[src/rtl/register_read_sequencer_pkg.sv]
// register_read_pkg: shared data width, sequencer state encoding and one-hot select helper
package register_read_pkg;
  localparam int DATA_W = 16;
  typedef enum logic [2:0] {IDLE, SETTLE, CAPTURE, CHECK, RESP} state_t;
  function automatic logic [DATA_W-1:0] onehot(input logic [DATA_W-1:0] addr, input int n);
    return (int'(addr) < n) ? DATA_W'(1) << addr : '0;
  endfunction
endpackage

[src/rtl/register_read_sequencer_if.sv]
// register_read_sequencer_if: request/ack, register select, read bus and valid/ready response bundle (master = control unit, slave = sequencer)
interface register_read_sequencer_if #(parameter int NUM_REGS = 8, parameter int ADDR_W = 3);
  import register_read_pkg::*;
  logic req;
  logic [ADDR_W-1:0] addr;
  logic ack;
  logic [NUM_REGS-1:0] sel;
  logic [DATA_W-1:0] bus_in;
  logic [DATA_W-1:0] rdata;
  logic rvalid;
  logic rready;
  logic err;
  logic mismatch;
  logic busy;
  modport master (output req, addr, bus_in, rready, input ack, sel, rdata, rvalid, err, mismatch, busy);
  modport slave (input req, addr, bus_in, rready, output ack, sel, rdata, rvalid, err, mismatch, busy);
endinterface

[src/rtl/register_read_sequencer_settle_counter.sv]
// settle_counter: loads SETTLE_CYCLES-1 on load, counts down while dec, zero flags expiry
module settle_counter #(
  parameter int SETTLE_CYCLES = 2,
  localparam int W = $clog2(SETTLE_CYCLES + 1)
) (
  input  logic clk,
  input  logic rst,
  input  logic load,
  input  logic dec,
  output logic zero
);
  logic [W-1:0] cnt;
  always_ff @(posedge clk) begin
    if (rst) cnt <= '0;
    else if (load) cnt <= W'(SETTLE_CYCLES - 1);
    else if (dec && !zero) cnt <= cnt - 1'b1;
  end
  assign zero = cnt == '0;
endmodule

[src/rtl/register_read_sequencer.sv]
// register_read_sequencer: drives one-hot sel for a settle time, captures bus_in, returns it on rvalid/rready via bus (slave); clk/rst plain; REGISTER_READ_STABLE_CHECK_EN adds a CHECK resample setting mismatch
module register_read_sequencer
  import register_read_pkg::*;
#(
  parameter int NUM_REGS = 8,
  parameter int ADDR_W = 3,
  parameter int SETTLE_CYCLES = 2
) (
  input logic clk,
  input logic rst,
  register_read_sequencer_if.slave bus
);
  if (SETTLE_CYCLES < 1) begin : g_bad_settle
    $error("SETTLE_CYCLES must be at least 1");
  end
  if (NUM_REGS < 2 || NUM_REGS > 16 || (1 << ADDR_W) < NUM_REGS) begin : g_bad_regs
    $error("NUM_REGS must be 2..16 and fit in ADDR_W");
  end
  state_t state;
  logic zero;
  logic mism;
  assign bus.ack = bus.req && state == IDLE;
  assign bus.busy = state != IDLE;
  assign bus.mismatch = mism;
  settle_counter #(.SETTLE_CYCLES(SETTLE_CYCLES)) u_settle (
    .clk(clk),
    .rst(rst),
    .load(bus.ack),
    .dec(state == SETTLE),
    .zero(zero)
  );
  always_ff @(posedge clk) begin
    if (rst) begin
      state <= IDLE;
      bus.sel <= '0;
      bus.rdata <= '0;
      bus.rvalid <= 1'b0;
      bus.err <= 1'b0;
      mism <= 1'b0;
    end else begin
      case (state)
        IDLE: begin
          if (bus.req) begin
            state <= SETTLE;
            bus.sel <= NUM_REGS'(onehot(DATA_W'(bus.addr), NUM_REGS));
          end
        end
        SETTLE: if (zero) state <= CAPTURE;
        CAPTURE: begin
          bus.rdata <= |bus.sel ? bus.bus_in : '0;
`ifdef REGISTER_READ_STABLE_CHECK_EN
          state <= CHECK;
`else
          state <= RESP;
          bus.sel <= '0;
          bus.rvalid <= 1'b1;
          bus.err <= ~|bus.sel;
`endif
        end
`ifdef REGISTER_READ_STABLE_CHECK_EN
        CHECK: begin
          state <= RESP;
          bus.sel <= '0;
          bus.rvalid <= 1'b1;
          bus.err <= ~|bus.sel;
          mism <= |bus.sel && bus.bus_in != bus.rdata;
        end
`endif
        RESP: begin
          if (bus.rready) begin
            state <= IDLE;
            bus.rvalid <= 1'b0;
            bus.err <= 1'b0;
            mism <= 1'b0;
          end
        end
        default: state <= IDLE;
      endcase
    end
  end
endmodule
[src/flat_wrapper.sv]
// flat-port wrapper written by rule: the top's interface ports become plain ports
module register_read_sequencer_flat import register_read_pkg::*;
#(
  parameter int NUM_REGS = 8,
  parameter int ADDR_W = 3,
  parameter int SETTLE_CYCLES = 2
)
  (clk, rst, bus_req, bus_addr, bus_bus_in, bus_rready, bus_ack, bus_sel, bus_rdata, bus_rvalid, bus_err, bus_mismatch, bus_busy);
  register_read_sequencer_if #(.NUM_REGS(NUM_REGS), .ADDR_W(ADDR_W)) bus_i ();
  input logic clk;
  input logic rst;
  input wire logic [$bits(bus_i.req)-1:0] bus_req;
  input wire logic [$bits(bus_i.addr)-1:0] bus_addr;
  input wire logic [$bits(bus_i.bus_in)-1:0] bus_bus_in;
  input wire logic [$bits(bus_i.rready)-1:0] bus_rready;
  output wire logic [$bits(bus_i.ack)-1:0] bus_ack;
  output wire logic [$bits(bus_i.sel)-1:0] bus_sel;
  output wire logic [$bits(bus_i.rdata)-1:0] bus_rdata;
  output wire logic [$bits(bus_i.rvalid)-1:0] bus_rvalid;
  output wire logic [$bits(bus_i.err)-1:0] bus_err;
  output wire logic [$bits(bus_i.mismatch)-1:0] bus_mismatch;
  output wire logic [$bits(bus_i.busy)-1:0] bus_busy;
  assign bus_i.req = bus_req;
  assign bus_i.addr = bus_addr;
  assign bus_i.bus_in = bus_bus_in;
  assign bus_i.rready = bus_rready;
  assign bus_ack = bus_i.ack;
  assign bus_sel = bus_i.sel;
  assign bus_rdata = bus_i.rdata;
  assign bus_rvalid = bus_i.rvalid;
  assign bus_err = bus_i.err;
  assign bus_mismatch = bus_i.mismatch;
  assign bus_busy = bus_i.busy;
  register_read_sequencer #(.NUM_REGS(NUM_REGS), .ADDR_W(ADDR_W), .SETTLE_CYCLES(SETTLE_CYCLES)) u_core (.clk(clk), .rst(rst), .bus(bus_i));
endmodule
[config.mk]
export PLATFORM = sky130hd
export DESIGN_NAME = register_read_sequencer_flat
export DESIGN_NICKNAME = d
export VERILOG_FILES = /design/src/rtl/register_read_sequencer_pkg.sv /design/src/rtl/register_read_sequencer_if.sv /design/src/rtl/register_read_sequencer_settle_counter.sv /design/src/rtl/register_read_sequencer.sv /design/src/flat_wrapper.sv
export SDC_FILE = /design/constraint.sdc
export NUM_CORES = 1
export LEC_CHECK = 0
export CAP_MARGIN = 20
export CORE_UTILIZATION = 30
export CTS_CLUSTER_DIAMETER = 30
export CTS_CLUSTER_SIZE = 30
export DETAILED_ROUTE_END_ITERATION = 12
export PLACE_DENSITY_LB_ADDON = 0.1
export SYNTH_ARGS = -nofsm -noshare
export SYNTH_HDL_FRONTEND = slang
export SYNTH_HIERARCHICAL = 1
export SYNTH_SLANG_ARGS = --single-unit
[constraint.sdc]
create_clock -name clk -period 4.9 [get_ports clk]
set_input_delay 0.735 -clock clk [delete_from_list [all_inputs] [get_ports clk]]
set_output_delay 0.735 -clock clk [all_outputs]
set_load 0.005 [all_outputs]
==> reports/metrics.cfg <==
[die]
coreArea_mm2 = 0.00380
floorplan.die_area_mm2 = 0.00434
starting_utilization_of_the_core_area_pct = 32.2
die_height_um = 65.9
dieWidth_um = 65.9
io-pin-count = 52
floorplan.rows = 22

[routing]
detail_route.drc_violations = 0
drt_pre_antenna_iters = 4
drt-wirelength-per-cell_um = 13.5
detailedRoute.firstIterationViolations = 28
dr_total_vias = 1107
wirelength_um = 2990
ant_nets = 0
post_drt_via_cell_ratio = 5.01

[sta]
fmax_mhz = 288
drv_slew = 0
postLayoutSetupSlackWorst_ns = 1.43
clock_skew_ns = 0.00652
worstMarginPinSlew_ns = 0.697
finalCriticalPeriod_ns = 3.47
final_hold_viol_count = 0
setup_repair_after_global_routing_missed_its_margin = false
timing.final.setup_violations = 0
period_share_pct = 70.9
hold_ws_ns = 0.472
setup_tns_ns = 0
timing.slew.headroom_pct = 53.5

[critical_path]
timing.setup.critical_path_class = input port to primary output
max_stage_delay_on_crit_path_ns = 0.61
critPathMostFrequentCell = clkdlybuf4s50_1
reg2reg_depth = 3
setup.worst_path.start_class = input port
cp-end-kind = primary output
timing.critical_path.cells = clkdlybuf4s50_1, or4b_1, inv_1, clkdlybuf4s50_1
critPathRequiredTime_ns = 4.16
timing.critical_path.arrival_ns = 2.74
cp_slowest_cell = or4b_1
crit_fanout = 10
worst-r2r-setup-slack_ns = 2.98
path_delay_family = buffers and inverters
crit-reg2reg-launch = u_core/state[0]
rr_endpoint = u_core/bus.sel[4]
critical_path_buf_inv_count = 3

[outcome]
run_status = finished clean

[run]
max_cap_violations = 0

[global_route]
globalRoute.totalOverflow = 0
grt_pass1_vias = 1063
grt_first_pass_wirelength_um = 5020
grt_start_max_net_pins = 17
grt_antenna_before_repair = 0
gr-usage-all-layers_pct = 15.4

[logic_synthesis]
netlist-cell-type-count = 32
count_of_synthesis_stage_warnings_from_yosys = 6
synth_area_mm2 = 0.00122
synthMuxAreaShare_pct = 0
synth-simple-area-share_pct = 18.5
postSynthCellCount = 122
synthDominantAreaCellType = dfxtp_1
synth_top_family_by_area = compound AO/OA/AOI/OAI gates
synth_async_sr_flop_share_pct = 0
post_synth_main_area_contributors = dfxtp_1, a22o_1, a21oi_1
edff_count_synth = 0
post_synth_fa_ha_maj_area_fraction_pct = 1.02
mappedNetlistNets = 146
synth.yosys.seq_area_share_pct = 50.7
synth_flop_cell = dfxtp_1
post-synth-top-area-fraction_pct = 50.7
post_synth.cell_area_avg_um2 = 10.0
synth_compound_gate_area_share_pct = 24.4
yosys.area_share.xor_xnor_pct = 0
synthesized_flop_and_latch_total = 31

[cells_and_area]
filler_cell_count = 349
final_cell_mix = clkdlybuf4s50_1, dfxtp_1, a22o_1, a21oi_1, nand2_1
insertedDiodeCount = 0
final_util_pct = 49.3
mostFrequentLayoutCell = clkdlybuf4s50_1
area_delta_synth_final_pct = 53.0
nNetsFinal = 196
layout-drive-gt1-share_pct = 6.36

[clocking]
clock_tree.htree_level_count = 2
tritoncts.num_buffers = 5
cts_setup_buffers = 0
cts_hold_buffers = 0
tritoncts_clock_tree = yes
clkSinkCount = 31
clkSlewWorstSetupHoldPaths_ns = 0.06
worstSkewPairLatency_ns = 0.28
cts-root-buf = clkbuf_8
cts_buffer_depth = 2
ctsResizeCount = 0

[power_and_ir_drop]
power.density_mw_per_mm2 = 331
fin_total_pwr_w = 0.000620
worst_case_vdd_ir_drop_mv = 0.257
power.leakage_nw = 0.694

[placed_design]
place_congestion = 0.809
dp_hpwl_um = 2130
numPortBuffers = 50
pre_cts_slack_ns = 1.44

[worst_hold_path]
min_delay_path_depth = 2
worst_hold_startpoint = u_core/bus.err
hold_end = u_core/bus.err
worst_hold_path_type = flip-flop to flip-flop

==> metrics by stage <==
stage	area, µm²	cells
finish	1870	221
global route	1870	221
CTS	1870	221
detailed placement	1760	213
global placement	1750	212
floorplan	1220	122
==> worst max path at each step <==
stage | from | to | slack [ns] | cells past startpoint
3_3_place_gp | bus_req | bus_ack | 1.48 | 4
5_1_grt | bus_req | bus_ack | 1.33 | 4
6_report | bus_req | bus_ack | 1.43 | 4
2_1_floorplan | bus_req | bus_ack | 2.67 | 3
4_1_cts | bus_req | bus_ack | 1.43 | 4
3_5_place_dp | bus_req | bus_ack | 1.44 | 4
==> per-layer routing <==
layer / vias to the layer above / global-route usage [%] / wire (µm)
met4: 0 / 8.15 / 47
met2: 31 / 23.1 / 1330
met5: - / 0 / 0
met3: 5 / 4.48 / 154
li1: 554 / - / -
met1: 517 / 19.6 / 1450
==> Yosys cell counts (2+ instances only) <==
cell type / instances
dfxtp_1: 31
a22o_1: 16
a21oi_1: 11
nand2_1: 8
inv_1: 7
clkbuf_1: 5
nor2_1: 5
or4b_1: 5
nand4b_1: 3
nor3_1: 3
and3_1: 2
buf_2: 2
nor3b_1: 2
nor4_1: 2
o21ai_0: 2
o31ai_1: 2
==> cell families (layout without fill, tap and decap cells) <==
family,count (synthesis),after routing
and+or+nand+nor,36,36
AOI/OAI and AO/OA,38,38
buffers and inverters,15,66
DFF,31,31
other,1,1
adders and majority gates,1,1
==> final cells by class <==
cell class	count	area (µm²)	share of cell area (%)
sequential	31	621	33.1
tap	48	60.1	3.20
inverter	7	26.3	1.40
clock buffer	6	82.6	4.41
clock inverter	2	35.0	1.87
multi-input combinational	76	542	28.9
timing repair buffer	51	508	27.1
==> worst register-to-register path, delay by kind of cell (launching register included) <==
| kind | cells | cell delay [ns] |
|---|---|---|
| compound gates | 1 | 0.14 |
| flops | 1 | 0.42 |
| simple gates | 2 | 1.28 |
==> report_power, final <==
part	leakage (nW)	switching, W	internal [W]
clock network	0.0612	0.0000964	0.000164
logic	0.382	0.0000385	0.0000480
registers	0.251	0.0000117	0.000261
==> flip-flops by register name, indices dropped and copies added, names as in the netlist <==
signal and flops:
u_core/bus.rdata 16, u_core/bus.sel 8, u_core/state 3, u_core/u_settle/cnt 2, u_core/bus.err 1, u_core/bus.rvalid 1
No activity file was read; power rests on OpenSTA's default activity.
